$ cat src/rtl/bram_xfer_pkg.sv
// Shared types and constants for the BRAM transfer master.
package bram_xfer_pkg;

    typedef enum logic [2:0] {
        StIdle,
        StRdIssue,
        StRdDrain,
        StWr,
        StFin
    } state_e;

    localparam int unsigned WORD_BYTES = 4;
    localparam logic [3:0]  WE_ALL     = 4'hF;

endpackage

$ cat src/rtl/bram_xfer_master_if.sv
// Command, BRAM port and stream signals of the BRAM transfer master.
// BRAM_XFER_CKSUM_EN adds the CKSUM output.
interface bram_xfer_master_if #(
    parameter int unsigned BRAM_ADDR_WIDTH = 13,
    parameter int unsigned LEN_WIDTH       = 11
);
    logic                       START;
    logic [BRAM_ADDR_WIDTH-1:0] RD_BASE;
    logic [BRAM_ADDR_WIDTH-1:0] WR_BASE;
    logic [LEN_WIDTH-1:0]       LEN;
    logic                       BUSY;
    logic                       DONE;
    logic [BRAM_ADDR_WIDTH-1:0] BRAM_ADDR;
    logic                       BRAM_EN;
    logic [3:0]                 BRAM_WE;
    logic [31:0]                BRAM_WRDATA;
    logic [31:0]                BRAM_RDDATA;
    logic [31:0]                M_TDATA;
    logic                       M_TVALID;
    logic                       M_TREADY;
    logic [31:0]                S_TDATA;
    logic                       S_TVALID;
    logic                       S_TREADY;
`ifdef BRAM_XFER_CKSUM_EN
    logic [31:0]                CKSUM;
`endif

    // Transfer master's view.
    modport master (
        input  START, RD_BASE, WR_BASE, LEN, BRAM_RDDATA, M_TREADY, S_TDATA, S_TVALID,
        output BUSY, DONE, BRAM_ADDR, BRAM_EN, BRAM_WE, BRAM_WRDATA, M_TDATA, M_TVALID,
               S_TREADY
`ifdef BRAM_XFER_CKSUM_EN
        , output CKSUM
`endif
    );

    // Memory, datapath and controller view.
    modport slave (
        output START, RD_BASE, WR_BASE, LEN, BRAM_RDDATA, M_TREADY, S_TDATA, S_TVALID,
        input  BUSY, DONE, BRAM_ADDR, BRAM_EN, BRAM_WE, BRAM_WRDATA, M_TDATA, M_TVALID,
               S_TREADY
`ifdef BRAM_XFER_CKSUM_EN
        , input CKSUM
`endif
    );

endinterface

$ cat src/rtl/bram_rd_skid.sv
// Two-entry FIFO holding read data between the BRAM port and the read stream.
module bram_rd_skid (
    input  logic        clk,
    input  logic        rst_n,
    input  logic        push,
    input  logic [31:0] push_data,
    input  logic        pop,
    output logic [31:0] head_data,
    output logic [1:0]  count
);
    logic [31:0] mem_q [2];
    logic        rd_ptr_q;
    logic        wr_ptr_q;
    logic [1:0]  count_q;
    logic [1:0]  count_d;
    logic        do_push;
    logic        do_pop;

    // Push while full is only accepted alongside a pop; the freed head slot takes it.
    assign do_pop  = pop && (count_q != 2'd0);
    assign do_push = push && ((count_q != 2'd2) || do_pop);

    // Occupancy next state.
    always_comb begin
        count_d = count_q;
        if (do_push && !do_pop) begin
            count_d = count_q + 2'd1;
        end else if (do_pop && !do_push) begin
            count_d = count_q - 2'd1;
        end
    end

    // Storage, pointers and occupancy.
    always_ff @(posedge clk or negedge rst_n) begin
        if (!rst_n) begin
            mem_q[0] <= '0;
            mem_q[1] <= '0;
            rd_ptr_q <= 1'b0;
            wr_ptr_q <= 1'b0;
            count_q  <= 2'd0;
        end else begin
            if (do_push) begin
                mem_q[wr_ptr_q] <= push_data;
                wr_ptr_q        <= ~wr_ptr_q;
            end
            if (do_pop) begin
                rd_ptr_q <= ~rd_ptr_q;
            end
            count_q <= count_d;
        end
    end

    assign head_data = mem_q[rd_ptr_q];
    assign count     = count_q;

endmodule

$ cat src/rtl/bram_xfer_master.sv
// BRAM transfer master: reads LEN words to the read stream, then writes LEN
// result words back. BRAM_XFER_CKSUM_EN adds a running checksum output.
module bram_xfer_master
    import bram_xfer_pkg::*;
#(
    parameter int unsigned BRAM_ADDR_WIDTH = 13,
    parameter int unsigned LEN_WIDTH       = 11
) (
    input  logic               BRAM_CLK,
    input  logic               BRAM_RSTN,
    bram_xfer_master_if.master bus
);
    localparam int unsigned AW = BRAM_ADDR_WIDTH;
    localparam int unsigned LW = LEN_WIDTH;

    state_e        state_q, state_d;
    logic [AW-1:0] rd_addr_q, rd_addr_d;
    logic [AW-1:0] wr_addr_q, wr_addr_d;
    logic [LW-1:0] len_q, len_d;
    logic [LW-1:0] issue_cnt_q, issue_cnt_d;
    logic [LW-1:0] beat_cnt_q, beat_cnt_d;
    logic [LW-1:0] wr_cnt_q, wr_cnt_d;
    logic [AW-1:0] bram_addr_q, bram_addr_d;
    logic          bram_en_q, bram_en_d;
    logic [3:0]    bram_we_q, bram_we_d;
    logic [31:0]   bram_wrdata_q, bram_wrdata_d;
    logic          pend_q, pend_d;
    logic          busy_q, busy_d;
    logic          done_q, done_d;
`ifdef BRAM_XFER_CKSUM_EN
    logic [31:0]   cksum_q, cksum_d;
`endif

    logic          rd_on_port;
    logic [2:0]    occupancy;
    logic          issue_ok;
    logic          m_tvalid;
    logic          skid_pop;
    logic [31:0]   skid_head;
    logic [1:0]    skid_count;
    logic          s_tready;
    logic          wr_fire;

    bram_rd_skid u_skid (
        .clk       (BRAM_CLK),
        .rst_n     (BRAM_RSTN),
        .push      (pend_q),
        .push_data (bus.BRAM_RDDATA),
        .pop       (skid_pop),
        .head_data (skid_head),
        .count     (skid_count)
    );

    // A read is on the port this cycle; its data returns next cycle (pend_q).
    assign rd_on_port = bram_en_q && (bram_we_q == 4'h0);
    // Credits cover both reads still in the port pipeline, so the 2-entry
    // buffer cannot overflow under any M_TREADY pattern.
    assign occupancy  = 3'(skid_count) + 3'(rd_on_port) + 3'(pend_q);
    assign issue_ok   = occupancy < (3'd2 + 3'(skid_pop));
    assign m_tvalid   = skid_count != 2'd0;
    assign skid_pop   = m_tvalid && bus.M_TREADY;
    assign s_tready   = (state_q == StWr) && (wr_cnt_q != len_q);
    assign wr_fire    = s_tready && bus.S_TVALID;
    assign pend_d     = rd_on_port;

    // Next-state, address generation and registered BRAM port values.
    always_comb begin
        state_d       = state_q;
        rd_addr_d     = rd_addr_q;
        wr_addr_d     = wr_addr_q;
        len_d         = len_q;
        issue_cnt_d   = issue_cnt_q;
        beat_cnt_d    = beat_cnt_q + LW'(skid_pop);
        wr_cnt_d      = wr_cnt_q;
        bram_addr_d   = bram_addr_q;
        bram_en_d     = 1'b0;
        bram_we_d     = 4'h0;
        bram_wrdata_d = bram_wrdata_q;
        busy_d        = busy_q;
        done_d        = done_q;
`ifdef BRAM_XFER_CKSUM_EN
        cksum_d       = cksum_q + (skid_pop ? skid_head : 32'h0)
                                + (wr_fire ? bus.S_TDATA : 32'h0);
`endif
        unique case (state_q)
            StIdle: begin
                if (bus.START) begin
                    busy_d      = 1'b1;
                    done_d      = 1'b0;
                    rd_addr_d   = bus.RD_BASE & ~AW'(3);
                    wr_addr_d   = bus.WR_BASE & ~AW'(3);
                    len_d       = bus.LEN;
                    issue_cnt_d = '0;
                    beat_cnt_d  = '0;
                    wr_cnt_d    = '0;
`ifdef BRAM_XFER_CKSUM_EN
                    cksum_d     = '0;
`endif
                    state_d     = (bus.LEN == '0) ? StFin : StRdIssue;
                end
            end
            StRdIssue: begin
                if (issue_ok) begin
                    bram_en_d   = 1'b1;
                    bram_addr_d = rd_addr_q;
                    rd_addr_d   = rd_addr_q + AW'(WORD_BYTES);
                    issue_cnt_d = issue_cnt_q + LW'(1);
                    if (issue_cnt_q == len_q - LW'(1)) begin
                        state_d = StRdDrain;
                    end
                end
            end
            StRdDrain: begin
                if (skid_pop && (beat_cnt_q == len_q - LW'(1))) begin
                    state_d = StWr;
                end
            end
            StWr: begin
                if (wr_fire) begin
                    bram_en_d     = 1'b1;
                    bram_we_d     = WE_ALL;
                    bram_wrdata_d = bus.S_TDATA;
                    bram_addr_d   = wr_addr_q;
                    wr_addr_d     = wr_addr_q + AW'(WORD_BYTES);
                    wr_cnt_d      = wr_cnt_q + LW'(1);
                end else if (wr_cnt_q == len_q) begin
                    // Final write is on the port this cycle.
                    state_d = StFin;
                end
            end
            StFin: begin
                busy_d  = 1'b0;
                done_d  = 1'b1;
                state_d = StIdle;
            end
            default: state_d = StIdle;
        endcase
    end

    // State and output registers; reset discards any command in progress.
    always_ff @(posedge BRAM_CLK or negedge BRAM_RSTN) begin
        if (!BRAM_RSTN) begin
            state_q       <= StIdle;
            rd_addr_q     <= '0;
            wr_addr_q     <= '0;
            len_q         <= '0;
            issue_cnt_q   <= '0;
            beat_cnt_q    <= '0;
            wr_cnt_q      <= '0;
            bram_addr_q   <= '0;
            bram_en_q     <= 1'b0;
            bram_we_q     <= 4'h0;
            bram_wrdata_q <= '0;
            pend_q        <= 1'b0;
            busy_q        <= 1'b0;
            done_q        <= 1'b0;
`ifdef BRAM_XFER_CKSUM_EN
            cksum_q       <= '0;
`endif
        end else begin
            state_q       <= state_d;
            rd_addr_q     <= rd_addr_d;
            wr_addr_q     <= wr_addr_d;
            len_q         <= len_d;
            issue_cnt_q   <= issue_cnt_d;
            beat_cnt_q    <= beat_cnt_d;
            wr_cnt_q      <= wr_cnt_d;
            bram_addr_q   <= bram_addr_d;
            bram_en_q     <= bram_en_d;
            bram_we_q     <= bram_we_d;
            bram_wrdata_q <= bram_wrdata_d;
            pend_q        <= pend_d;
            busy_q        <= busy_d;
            done_q        <= done_d;
`ifdef BRAM_XFER_CKSUM_EN
            cksum_q       <= cksum_d;
`endif
        end
    end

    assign bus.BUSY        = busy_q;
    assign bus.DONE        = done_q;
    assign bus.BRAM_ADDR   = bram_addr_q;
    assign bus.BRAM_EN     = bram_en_q;
    assign bus.BRAM_WE     = bram_we_q;
    assign bus.BRAM_WRDATA = bram_wrdata_q;
    assign bus.M_TDATA     = skid_head;
    assign bus.M_TVALID    = m_tvalid;
    assign bus.S_TREADY    = s_tready;
`ifdef BRAM_XFER_CKSUM_EN
    assign bus.CKSUM       = cksum_q;
`endif

endmodule

$ cat src/flat_wrapper.sv
// flat-port wrapper written by rule: the top's interface ports become plain ports
module bram_xfer_master_flat import bram_xfer_pkg::*;
#(
    parameter int unsigned BRAM_ADDR_WIDTH = 13,
    parameter int unsigned LEN_WIDTH       = 11
)
  (BRAM_CLK, BRAM_RSTN, bus_START, bus_RD_BASE, bus_WR_BASE, bus_LEN, bus_BRAM_RDDATA, bus_M_TREADY, bus_S_TDATA, bus_S_TVALID, bus_BUSY, bus_DONE, bus_BRAM_ADDR, bus_BRAM_EN, bus_BRAM_WE, bus_BRAM_WRDATA, bus_M_TDATA, bus_M_TVALID, bus_S_TREADY);
  bram_xfer_master_if #(.BRAM_ADDR_WIDTH(BRAM_ADDR_WIDTH), .LEN_WIDTH(LEN_WIDTH)) bus_i ();
  input  logic BRAM_CLK;
  input  logic BRAM_RSTN;
  input wire logic [$bits(bus_i.START)-1:0] bus_START;
  input wire logic [$bits(bus_i.RD_BASE)-1:0] bus_RD_BASE;
  input wire logic [$bits(bus_i.WR_BASE)-1:0] bus_WR_BASE;
  input wire logic [$bits(bus_i.LEN)-1:0] bus_LEN;
  input wire logic [$bits(bus_i.BRAM_RDDATA)-1:0] bus_BRAM_RDDATA;
  input wire logic [$bits(bus_i.M_TREADY)-1:0] bus_M_TREADY;
  input wire logic [$bits(bus_i.S_TDATA)-1:0] bus_S_TDATA;
  input wire logic [$bits(bus_i.S_TVALID)-1:0] bus_S_TVALID;
  output wire logic [$bits(bus_i.BUSY)-1:0] bus_BUSY;
  output wire logic [$bits(bus_i.DONE)-1:0] bus_DONE;
  output wire logic [$bits(bus_i.BRAM_ADDR)-1:0] bus_BRAM_ADDR;
  output wire logic [$bits(bus_i.BRAM_EN)-1:0] bus_BRAM_EN;
  output wire logic [$bits(bus_i.BRAM_WE)-1:0] bus_BRAM_WE;
  output wire logic [$bits(bus_i.BRAM_WRDATA)-1:0] bus_BRAM_WRDATA;
  output wire logic [$bits(bus_i.M_TDATA)-1:0] bus_M_TDATA;
  output wire logic [$bits(bus_i.M_TVALID)-1:0] bus_M_TVALID;
  output wire logic [$bits(bus_i.S_TREADY)-1:0] bus_S_TREADY;
  assign bus_i.START = bus_START;
  assign bus_i.RD_BASE = bus_RD_BASE;
  assign bus_i.WR_BASE = bus_WR_BASE;
  assign bus_i.LEN = bus_LEN;
  assign bus_i.BRAM_RDDATA = bus_BRAM_RDDATA;
  assign bus_i.M_TREADY = bus_M_TREADY;
  assign bus_i.S_TDATA = bus_S_TDATA;
  assign bus_i.S_TVALID = bus_S_TVALID;
  assign bus_BUSY = bus_i.BUSY;
  assign bus_DONE = bus_i.DONE;
  assign bus_BRAM_ADDR = bus_i.BRAM_ADDR;
  assign bus_BRAM_EN = bus_i.BRAM_EN;
  assign bus_BRAM_WE = bus_i.BRAM_WE;
  assign bus_BRAM_WRDATA = bus_i.BRAM_WRDATA;
  assign bus_M_TDATA = bus_i.M_TDATA;
  assign bus_M_TVALID = bus_i.M_TVALID;
  assign bus_S_TREADY = bus_i.S_TREADY;
  bram_xfer_master #(.BRAM_ADDR_WIDTH(BRAM_ADDR_WIDTH), .LEN_WIDTH(LEN_WIDTH)) u_core (.BRAM_CLK(BRAM_CLK), .BRAM_RSTN(BRAM_RSTN), .bus(bus_i));
endmodule
$ cat config.mk
export PLATFORM = sky130hd
export DESIGN_NAME = bram_xfer_master_flat
export DESIGN_NICKNAME = d
export VERILOG_FILES = /design/src/rtl/bram_xfer_pkg.sv /design/src/rtl/bram_xfer_master_if.sv /design/src/rtl/bram_rd_skid.sv /design/src/rtl/bram_xfer_master.sv /design/src/flat_wrapper.sv
export SDC_FILE = /design/constraint.sdc
export NUM_CORES = 1
export LEC_CHECK = 0
export CELL_PAD_IN_SITES_DETAIL_PLACEMENT = 0
export CELL_PAD_IN_SITES_GLOBAL_PLACEMENT = 1
export CORE_UTILIZATION = 30
export CTS_CLUSTER_SIZE = 24
export DETAILED_ROUTE_END_ITERATION = 12
export GPL_TIMING_DRIVEN = 0
export PLACE_DENSITY = 0.68
export SYNTH_ARGS = -nofsm -noshare
export SYNTH_HDL_FRONTEND = slang
export SYNTH_SLANG_ARGS = --single-unit
export TNS_END_PERCENT = 1
$ cat constraint.sdc
create_clock -name BRAM_CLK -period 4.05 [get_ports BRAM_CLK]
set_clock_uncertainty 0.1 [all_clocks]
set_input_delay 0.81 -clock BRAM_CLK [delete_from_list [all_inputs] [get_ports BRAM_CLK]]
set_output_delay 0.81 -clock BRAM_CLK [all_outputs]
set_load 0.05 [all_outputs]
# Yosys cells after proc, flatten, opt, wreduce, memory -nomap -nowiden
# Cells that the tools add are included.
# W data, S select, Z words.
dict set report op_classes {
  addsub 11
  n_lt_le_gt_ge 4
  n_eq_ne 16
  mux 41
  bitwise 4
  reduce_logical 29
}
# op count
set op_table {}
lappend op_table {{$mux W32} 4}
lappend op_table {{$mux W13} 6}
lappend op_table {{$pmux W13 S2} 3}
lappend op_table {{$bwmux W64} 1}
lappend op_table {{$mux W11} 5}
lappend op_table {{$pmux W11 S2} 2}
lappend op_table {{$eq A11 B11 Y1} 3}
lappend op_table {{$demux W32 S1} 1}
lappend op_table {{$add A13 B3 Y13 const B} 2}
lappend op_table {{$add A11 B1 Y11 const B} 2}
lappend op_table {{$mux W3} 7}
lappend op_table {{$pmux W3 S4} 1}
lappend op_table {{$reduce_bool A2 Y1} 6}
lappend op_table {{$add A11 B1 Y11} 1}
lappend op_table {{$logic_not A11 Y1} 1}
lappend op_table {{$ne A11 B11 Y1} 1}
lappend op_table {{$sub A11 B1 Y11 const B} 1}
lappend op_table {{$logic_and A1 B1 Y1} 10}
lappend op_table {{$reduce_and A3 Y1} 3}
lappend op_table {{$mux W4} 2}
lappend op_table {{$ne A2 B1 Y1 const B} 4}
lappend op_table {{$ne A2 B2 Y1 const B} 4}
lappend op_table {{$eq A3 B2 Y1 const B} 2}
lappend op_table {{$pmux W1 S2} 3}
lappend op_table {{20 further kinds} 30}
dict set report word_totals {
  ff_bits 194
  output_inout_bits 86
}

# Depth between registers and ports, before layout
# Gate-level depths: netlist (run 1).
dict set report depth {
  word_depth 9
  ltp_mapped 10
}

# By module
# Synthesis (run 1) repeated with hierarchy kept, for this count alone.
dict set report hier_totals {
  hier_cells 826
  hier_area_um2 9260.1
}
# mod instances cells_per_inst area_each_um2 seq_area_each_um2
set by_module_without_submodules {}
lappend by_module_without_submodules {bram_xfer_master 1 639 6234.7 2927.8}
lappend by_module_without_submodules {bram_rd_skid 1 187 3025.4 1701.6}

# Worst setup path after synthesis (run 1)
# Ideal clock, no wire load.
dict set report synth_path {
  path_type {register -> register}
  startpoint {reg u_core.bram_we_q[2] (netlist: u_core.bus.BRAM_WE[2])}
  endpoint {reg u_core.state_q[1]}
  setup_time_ps 92
  arrival_time_ps 2663
  required_time_ps 3858
  setup_slack_ps 1196
  stages_incl_launch_ff 9
  period_less_slack_ps 2854
  cell_sequence {dfrtp_1 -> nand2b_1 -> fa_1 -> o211ai_1 -> a21oi_1 -> nand2_1 -> a31o_2 -> or4_1 -> o31ai_2}
}
dict set report synth_via {
  elab_chain_cells 7
}
# element line
set synth_rtl {}
lappend synth_rtl {{from (decl)} bram_xfer_master.sv:25} ;# logic [3:0] bram_we_q, bram_we_d;
lappend synth_rtl {{from (signal assigned)} bram_xfer_master.sv:170} ;# bram_we_q <= bram_we_d;
lappend synth_rtl {{$logic_not A4 Y1} bram_xfer_master.sv:55} ;# assign rd_on_port = bram_en_q && (bram_we_q == 4'h0);
lappend synth_rtl {{$logic_and A1 B1 Y1} bram_xfer_master.sv:55}
lappend synth_rtl {{$add A2 B1 Y3} bram_xfer_master.sv:58} ;# assign occupancy = 3'(skid_count) + 3'(rd_on_port) + 3'(pend_q);
lappend synth_rtl {{$add A3 B1 Y3} bram_xfer_master.sv:58}
lappend synth_rtl {{$lt A3 B3 Y1} bram_xfer_master.sv:59} ;# assign issue_ok = occupancy < (3'd2 + 3'(skid_pop));
lappend synth_rtl {{$ne A2 B1 Y1 (no source line)} n/a}
lappend synth_rtl {{$reduce_and A6 Y1 (no source line)} n/a}
lappend synth_rtl {{to (signal assigned)} bram_xfer_master.sv:143} ;# state_q <= StIdle;
lappend synth_rtl {{to (signal assigned)} bram_xfer_master.sv:161} ;# state_q <= state_d;
lappend synth_rtl {{to (decl)} bram_xfer_master.sv:16} ;# state_e state_q, state_d;
# No other way between the ends.
# A chain may end at the register's enable or synchronous reset.

# Worst setup path after layout (run 1)
dict set report layout_path {
  startpoint {reg u_core.state_q[1]}
  endpoint {out bus_S_TREADY}
}
dict set report layout_via {
  elab_chain_cells 2
}
# element line
set layout_rtl {}
lappend layout_rtl {{$eq A3 B2 Y1} bram_xfer_master.sv:62} ;# assign s_tready = (state_q == StWr) && (wr_cnt_q != len_q);
lappend layout_rtl {{$logic_and A1 B1 Y1} bram_xfer_master.sv:62}
lappend layout_rtl {{to (decl)} flat_wrapper.sv:27} ;# output wire logic [$bits(bus_i.S_TREADY)-1:0] bus_S_TREADY;
# No other way between the ends.

==> metrics.md, run 1 <==
| Metric | Value |
|---|---|
| Post-Synth Adder-Cell Area | 1.42% |
| DRT iter0 DRCs | 303 |
| Die area | 31700 um2 |
| Layout area overhead | 31.7% |
| Fin. max-slew vios | 0 |
| PortBufs | 185 |
| Num rows | 64 |
| Hpwl dp | 17.5 mm |
| Pin slew with the least headroom to its limit | 0.783 ns |
| Fmax achieved | 0.268 GHz |
| EDFF count, synth | 0 |
| Worst R2R Setup Slack | 1.14 ns |
| Share of layout cells above drive strength 1 | 15.6% |
| Post-route cell area | 12300 um2 |
| Post-CTS Resized | 0 |
| Vias/cell | 4.80 |
| Synth cell types | 65 |
| Setup violators final | 0 |
| Largest net degree at the start of global routing | 111 |
| Synth Area in XOR/XNOR | 6.44% |
| Reg clk slew, reported paths | 0.06 ns |
| Req. time, crit path | 3.14 ns |
| DRT Wirelength | 24.5 mm |
| CTS Buf Count | 17 |
| WHS | 0.248 ns |
| Compound-Gate Fraction of Synth Area | 9.19% |
| Top post-synthesis cells by area | dfrtp_1 (50%), mux2_2 (12%), nand2_1 (7.2%) |
| Final Hold Viols | 0 |
| Nets | 1234 |
| Chip width | 178 um |
| Worst reg2reg endpoint | u_core.state_q[1] |
| Leak | 5.21 nW |
| Main combinational cell family by area after synthesis | simple AND/OR/NAND/NOR gates |
| Hold Buf Count CTS | 0 |
| I/O pins | 192 |
| Worst path max stage delay | 0.92 ns |
| Simple-gate portion of the synthesized area | 16.5% |
| Die H | 178 um |
| Startpoint types | flip-flop |
| Root Driver | clkbuf_16 |
| Top cell type's share of synthesized area | 49.7% |
| CTS max path bufs | 2 |
| Max VDD drop | 0.358 mV |
| Routed WL per cell | 16.0 um |
| Avg Inst Size Synth | 10.2 um2 |
| Asr flop ratio synth | 100% |
| R2r worst-path depth | 8 |
| Post-synthesis mux area share | 13.0% |
| N_diodes | 0 |
| Critical path peak fanout | 9 |
| CP Class | reg -> out |
| CTS tree | done |
| Setup TNS | 0 ns |
| Htree depth | 4 |
| Initial Utilization | 30.4% |
| Sequential-to-total area share from yosys stat | 49.7% |
| R2r startpoint | u_core.bus.BRAM_WE[2] |
| Clk_lat worst skew | 0.44 ns |
| Antenna Nets Post-Route | 0 |
| Total grt overflow | 0 |
| Synth Flop Type | dfrtp_1 |
| Post-Synthesis Cells | 912 |
| Syn. warnings | 0 |
| Core Box Area | 30600 um2 |
| CP arrival | 2.82 ns |
| Total GRT Usage | 15.9% |
| Slowest stage cell, crit path | clkdlybuf4s50_1 |
| Register bit total from synthesis | 185 |
| Vias in the first global route | 7446 |
| Setup bufs post-CTS | 0 |
| Final period util | 92.0% |
| Syn Std Cell Area | 9310 um2 |
| Via count | 7330 |
| Unrepaired setup endpoints after global routing | false |
| RePlAce Congestion | 0.867 |
| P per Cell Area | 916 nW/um2 |
| Post-layout min period | 3.73 ns |
| Hold crit path type | in -> async |
| Placed cell area | 11700 um2 |
| Max-cap viol count | 0 |
| Worst-path cell chain | nand2_1, or2_2, buf_2, a31oi_1, clkdlybuf4s50_1 |
| Post-synth top area cell | dfrtp_1 |
| Rel. slew slack | 47.3% |
| Sink Count | 185 |
| DRC | 0 |
| Endpoint type of the worst setup path | primary output |
| Status | completed |
| DR pass1 iterations | 5 |
| Global-route wire length before repair | 39.4 mm |
| Initial antenna violation count | 0 |
## per-layer routing
metal	part of all wire (%)	vias to the layer above	GRT usage [%]
met2	43	208	24.5
met1	48	3542	21.4
met3	7.4	20	4.99
li1	-	3560	-
met5	0	-	0
met4	1.2	0	4.20
## cells in the mapped netlist, types with 15 or more instances
library cell / number
a21oi_1: 47
buf_2: 21
clkbuf_1: 22
dfrtp_1: 185
inv_1: 15
mux2_2: 96
nand2_1: 178
nand3_1: 32
nor2_1: 49
o21ai_0: 37
xnor2_1: 35
xor2_1: 23
## power by group
group	total (mW)	switching [mW]	internal (mW)
registers	3.13	0.498	2.63
clock network	1.64	0.748	0.896
logic	6.46	3.93	2.53
total	11.2	5.18	6.05
## critical path: cells and delay by family, from the launching register on
kind	cells	cell delay, ns
DFF	1	0.45
AOI/OAI and AO/OA	1	0.37
and+or+nand+nor	2	0.45
buffers and inverters	2	1.11
## logic make-up after synthesis
group | count (synthesis)
buffers and inverters | 74
other | 1
xor gates and xnor gates | 62
DFF | 185
adders and majority gates | 10
muxes | 109
AOI/OAI and AO/OA | 135
and+or+nand+nor | 336
## cell usage in the layout (no fill, tap or decap), types with 15 or more instances in the layout
cell type,synthesis,final
a21oi_1,47,47
buf_2,21,21
clkbuf_1,22,23
clkbuf_16,0,17
clkdlybuf4s50_1,0,184
dfrtp_1,185,185
inv_1,15,15
mux2_2,96,96
nand2_1,178,178
nand3_1,32,32
nor2_1,49,49
o21ai_0,37,37
xnor2_1,35,35
xor2_1,23,23
## registers in the layout, summed over array words and instances, names as in the netlist
signal / flops
u_core.state_q: 3
u_core.pend_q: 1
u_core.bus.BRAM_EN: 1
u_core.beat_cnt_q: 11
u_core.len_q: 11
u_core.u_skid.wr_ptr_q: 1
u_core.wr_addr_q: 11
u_core.bus.BUSY: 1
u_core.u_skid.count: 2
u_core.bus.BRAM_ADDR: 11
u_core.bus.BRAM_WE: 1
u_core.wr_cnt_q: 11
u_core.u_skid.rd_ptr_q: 1
u_core.issue_cnt_q: 11
u_core.rd_addr_q: 11
u_core.bus.DONE: 1
u_core.bus.BRAM_WRDATA: 32
u_core.u_skid.mem_q: 64
## cell type report
type	count	area (um2)
inverters	15	56.3
multi-input cells	654	4340
fillers	3033	18300
repair buffers	186	1880
plain buffers	59	289
flip-flops and latches	185	4630
well taps	396	495
clock buffers	21	470
clock inverters	11	95.1
## worst max path at each step
stage,startpoint,to,slack [ns],cells past startpoint
finish,u_core.state_q[1],bus_S_TREADY,0.32,5
global route,u_core.state_q[1],bus_S_TREADY,0.20,5
CTS,u_core.state_q[1],bus_S_TREADY,0.30,5
detailed placement,bus_START,u_core.issue_cnt_q[7],0.76,7
global placement,BRAM_RSTN,u_core.bus.BRAM_WRDATA[10],-6.25,1
floorplan,u_core.bus.BRAM_WE[2],u_core.state_q[1],1.20,8
## metrics by stage
| step | setup slack, ns | power [mW] | utilization (%) | instances |
|---|---|---|---|---|
| 6_report | 0.323 | 11.2 | 40.1 | 1527 |
| 2_1_floorplan | 1.20 | 7.70 | - | 913 |
| 3_5_place_dp | 0.757 | 9.65 | 38.2 | 1495 |
| 4_1_cts | 0.302 | 11.3 | 40.1 | 1527 |
| 5_1_grt | 0.197 | 12.0 | 40.1 | 1527 |
| 3_3_place_gp | -6.25 | 9.59 | 38.1 | 1494 |
No activity file was read; power rests on OpenSTA's default activity.
==> inputs of run 2 (changes only) <==
--- a/config.mk
+++ b/config.mk
@@ -7,11 +7,12 @@
 export LEC_CHECK = 0
 export CELL_PAD_IN_SITES_DETAIL_PLACEMENT = 0
 export CELL_PAD_IN_SITES_GLOBAL_PLACEMENT = 1
-export CORE_UTILIZATION = 30
+export CORE_ASPECT_RATIO = 0.5
+export CORE_UTILIZATION = 40
 export CTS_CLUSTER_SIZE = 24
 export DETAILED_ROUTE_END_ITERATION = 12
 export GPL_TIMING_DRIVEN = 0
-export PLACE_DENSITY = 0.68
+export PLACE_DENSITY = 0.86
 export SYNTH_ARGS = -nofsm -noshare
 export SYNTH_HDL_FRONTEND = slang
 export SYNTH_SLANG_ARGS = --single-unit
==> run 2 against run 1 <==
Register-to-register slack lost 0.03 ns. Non-clock buffer count is the same. Worst setup slack gained 0.034 ns. Power grew 1.8%. Worst hold slack gained 0.032 ns. Maximum frequency grew 0.92%. Combinational power grew 1%.
==> metrics.md, run 2 (same netlist as run 1, synthesis figures left out) <==
| Metric | Value |
|---|---|
| Largest Register | u_core.u_skid.mem_q |
| Die H | 110 um (-38%) |
| Leak | 5.25 nW (+0.59%) |
| CTS tree | done |
| Pin slew with the least headroom to its limit | 0.940 ns (+0.157 ns) |
| Most frequent cells in the layout | dfrtp_1 (185), clkdlybuf4s50_1 (184), nand2_1 (178) |
| Startpoint types | flip-flop |
| Fmax achieved | 0.271 GHz (+0.92%) |
| Uppermost layer routed | met4 |
| Endpoint type of the worst setup path | primary output |
| I/O pins | 192 (unchanged) |
| Max-cap viol count | 0 (unchanged) |
| Share of layout cells above drive strength 1 | 15.6% (+0.088 points) |
| Via count | 7482 (+2.1%) |
| Slowest stage cell, crit path | clkdlybuf4s50_1 |
| Antenna Nets Post-Route | 0 (unchanged) |
| DRC | 0 (unchanged) |
| Number of flip-flops under the largest register name | 64 (unchanged) |
| Vias in the first global route | 7357 (-1.2%) |
| Hold crit path type | in -> async |
| Routed WL per cell | 17.1 um (+7.0%) |
| Total grt overflow | 0 (unchanged) |
| Total GRT Usage | 21.3% (+5.4 points) |
| P per Cell Area | 937 nW/um2 (+2.3%) |
| PortBufs | 185 (unchanged) |
| Layout area overhead | 31.1% |
| Hold Buf Count CTS | 0 (unchanged) |
| Die area | 23900 um2 (-25%) |
| Sink Count | 185 (unchanged) |
| WL met3 | 1.04 mm (-42%) |
| Largest net degree at the start of global routing | 95 (-14%) |
| CP arrival | 2.78 ns (-0.04 ns) |
| Fin util | 53.5% (+13 points) |
| Core Box Area | 22800 um2 (-25%) |
| Setup violators final | 0 (unchanged) |
| Hpwl dp | 18.0 mm (+3.0%) |
| Final period util | 91.2% (-0.84 points) |
| Initial Utilization | 40.8% (+10 points) |
| M1 WL | 11.5 mm (-2.5%) |
| Worst path max stage delay | 0.89 ns (-0.03 ns) |
| Reg clk slew, reported paths | 0.07 ns (about the same) |
| Critical path peak fanout | 10 (+1) |
| Dpl ws | 0.687 ns (-0.0705 ns) |
| N_diodes | 0 (unchanged) |
| Final Hold Viols | 0 (unchanged) |
| Req. time, crit path | 3.14 ns (about the same) |
| CP delay by family, top | buffers and inverters |
| RePlAce Congestion | 0.907 (+4.5%) |
| CTS Buf Count | 17 (unchanged) |
| Post-CTS Resized | 0 (unchanged) |
| Num rows | 39 (-39%) |
| Post-layout min period | 3.69 ns (-0.0339 ns) |
| Clk_lat worst skew | 0.45 ns (about the same) |
| DRT iter0 DRCs | 660 (+120%) |
| Setup bufs post-CTS | 0 (unchanged) |
| Worst-path cell chain | buf_4, nand2_1, or2_2, buf_2, a31oi_1, clkdlybuf4s50_1 |
| Commonest non-fill, non-tap cell in the layout | dfrtp_1 |
| Worst Slack Setup Final | 0.357 ns (+0.0339 ns) |
| Unrepaired setup endpoints after global routing | false |
| Initial antenna violation count | 0 (unchanged) |
| Vias/cell | 5.20 (+8.4%) |
| # fillers | 2038 (-33%) |
| Nets | 1234 (unchanged) |
| Fin. max-slew vios | 0 (unchanged) |
| CTS max path bufs | 2 (unchanged) |
| DRT Wirelength | 24.7 mm (+0.74%) |
| Htree depth | 4 (unchanged) |
| Global-route wire length before repair | 39.4 mm (+0.18%) |
| CP Class | reg -> out |
| DR pass1 iterations | 6 (+1) |
| Rel. slew slack | 36.7% (-11 points) |
| Status | completed |
| Max VDD drop | 0.795 mV (+120%) |
| Chip width | 218 um (+22%) |
| Worst Path Buf+Inv | 3 (+1) |
| Metal2 WL | 11.7 mm (+11%) |
| Root Driver | clkbuf_16 |
[run 2: cell type report]
| class | instances | area, um2 | share of cell area, % |
|---|---|---|---|
| Tap cell | 307 | 384 | 3.15 |
| Inverter | 15 | 56.3 | 0.461 |
| Clock buffer | 18 | 439 | 3.60 |
| Buffer | 59 | 289 | 2.37 |
| Sequential cell | 185 | 4630 | 37.9 |
| Multi-Input combinational cell | 654 | 4340 | 35.5 |
| Timing Repair Buffer | 186 | 1880 | 15.4 |
| Clock inverter | 14 | 188 | 1.54 |
[run 2: report_power, final]
group | internal (mW) | switching [mW] | total [mW]
Clock | 1.00 | 0.780 | 1.78
Combinational | 2.53 | 4.00 | 6.54
Sequential | 2.63 | 0.491 | 3.12
[run 2: path summary, 6_finish.rpt]
check / start / to / slack, ns / depth (start not counted)
max reg2reg: u_core.len_q[0] / u_core.state_q[0] / 1.11 / 10
min in group BRAM_CLK: u_core.bus.BRAM_WRDATA[21] / u_core.bus.BRAM_WRDATA[21] / 0.37 / 2
min reg2reg: u_core.bus.BRAM_WRDATA[21] / u_core.bus.BRAM_WRDATA[21] / 0.37 / 2
min: BRAM_RSTN / u_core.bus.BRAM_ADDR[7] / 0.28 / 1
max in group asynchronous: BRAM_RSTN / u_core.beat_cnt_q[10] / 2.67 / 2
max: u_core.state_q[0] / bus_S_TREADY / 0.36 / 6
[run 2: through the flow]
| stage | setup TNS [ns] | power (mW) | std cells | hold slack, ns | instance area [um2] |
|---|---|---|---|---|---|
| 4_1_cts | 0 | 11.5 | 1438 | 0.312 | 12200 |
| 3_3_place_gp | -1047.56 | 9.52 | 1405 | 0.359 | 11500 |
| 5_1_grt | 0 | 12.2 | 1438 | 0.323 | 12200 |
| 6_report | 0 | 11.4 | 1438 | 0.280 | 12200 |
| 2_1_floorplan | 0 | 7.70 | 913 | 0.363 | 9310 |
| 3_5_place_dp | 0 | 9.66 | 1406 | 0.361 | 11600 |
[run 2: routing by layer]
layer	global-route usage [%]	up-vias
li1	-	3565
met1	29.3	3690
met2	34.3	199
met3	3.79	28
met4	6.64	0
met5	0	-
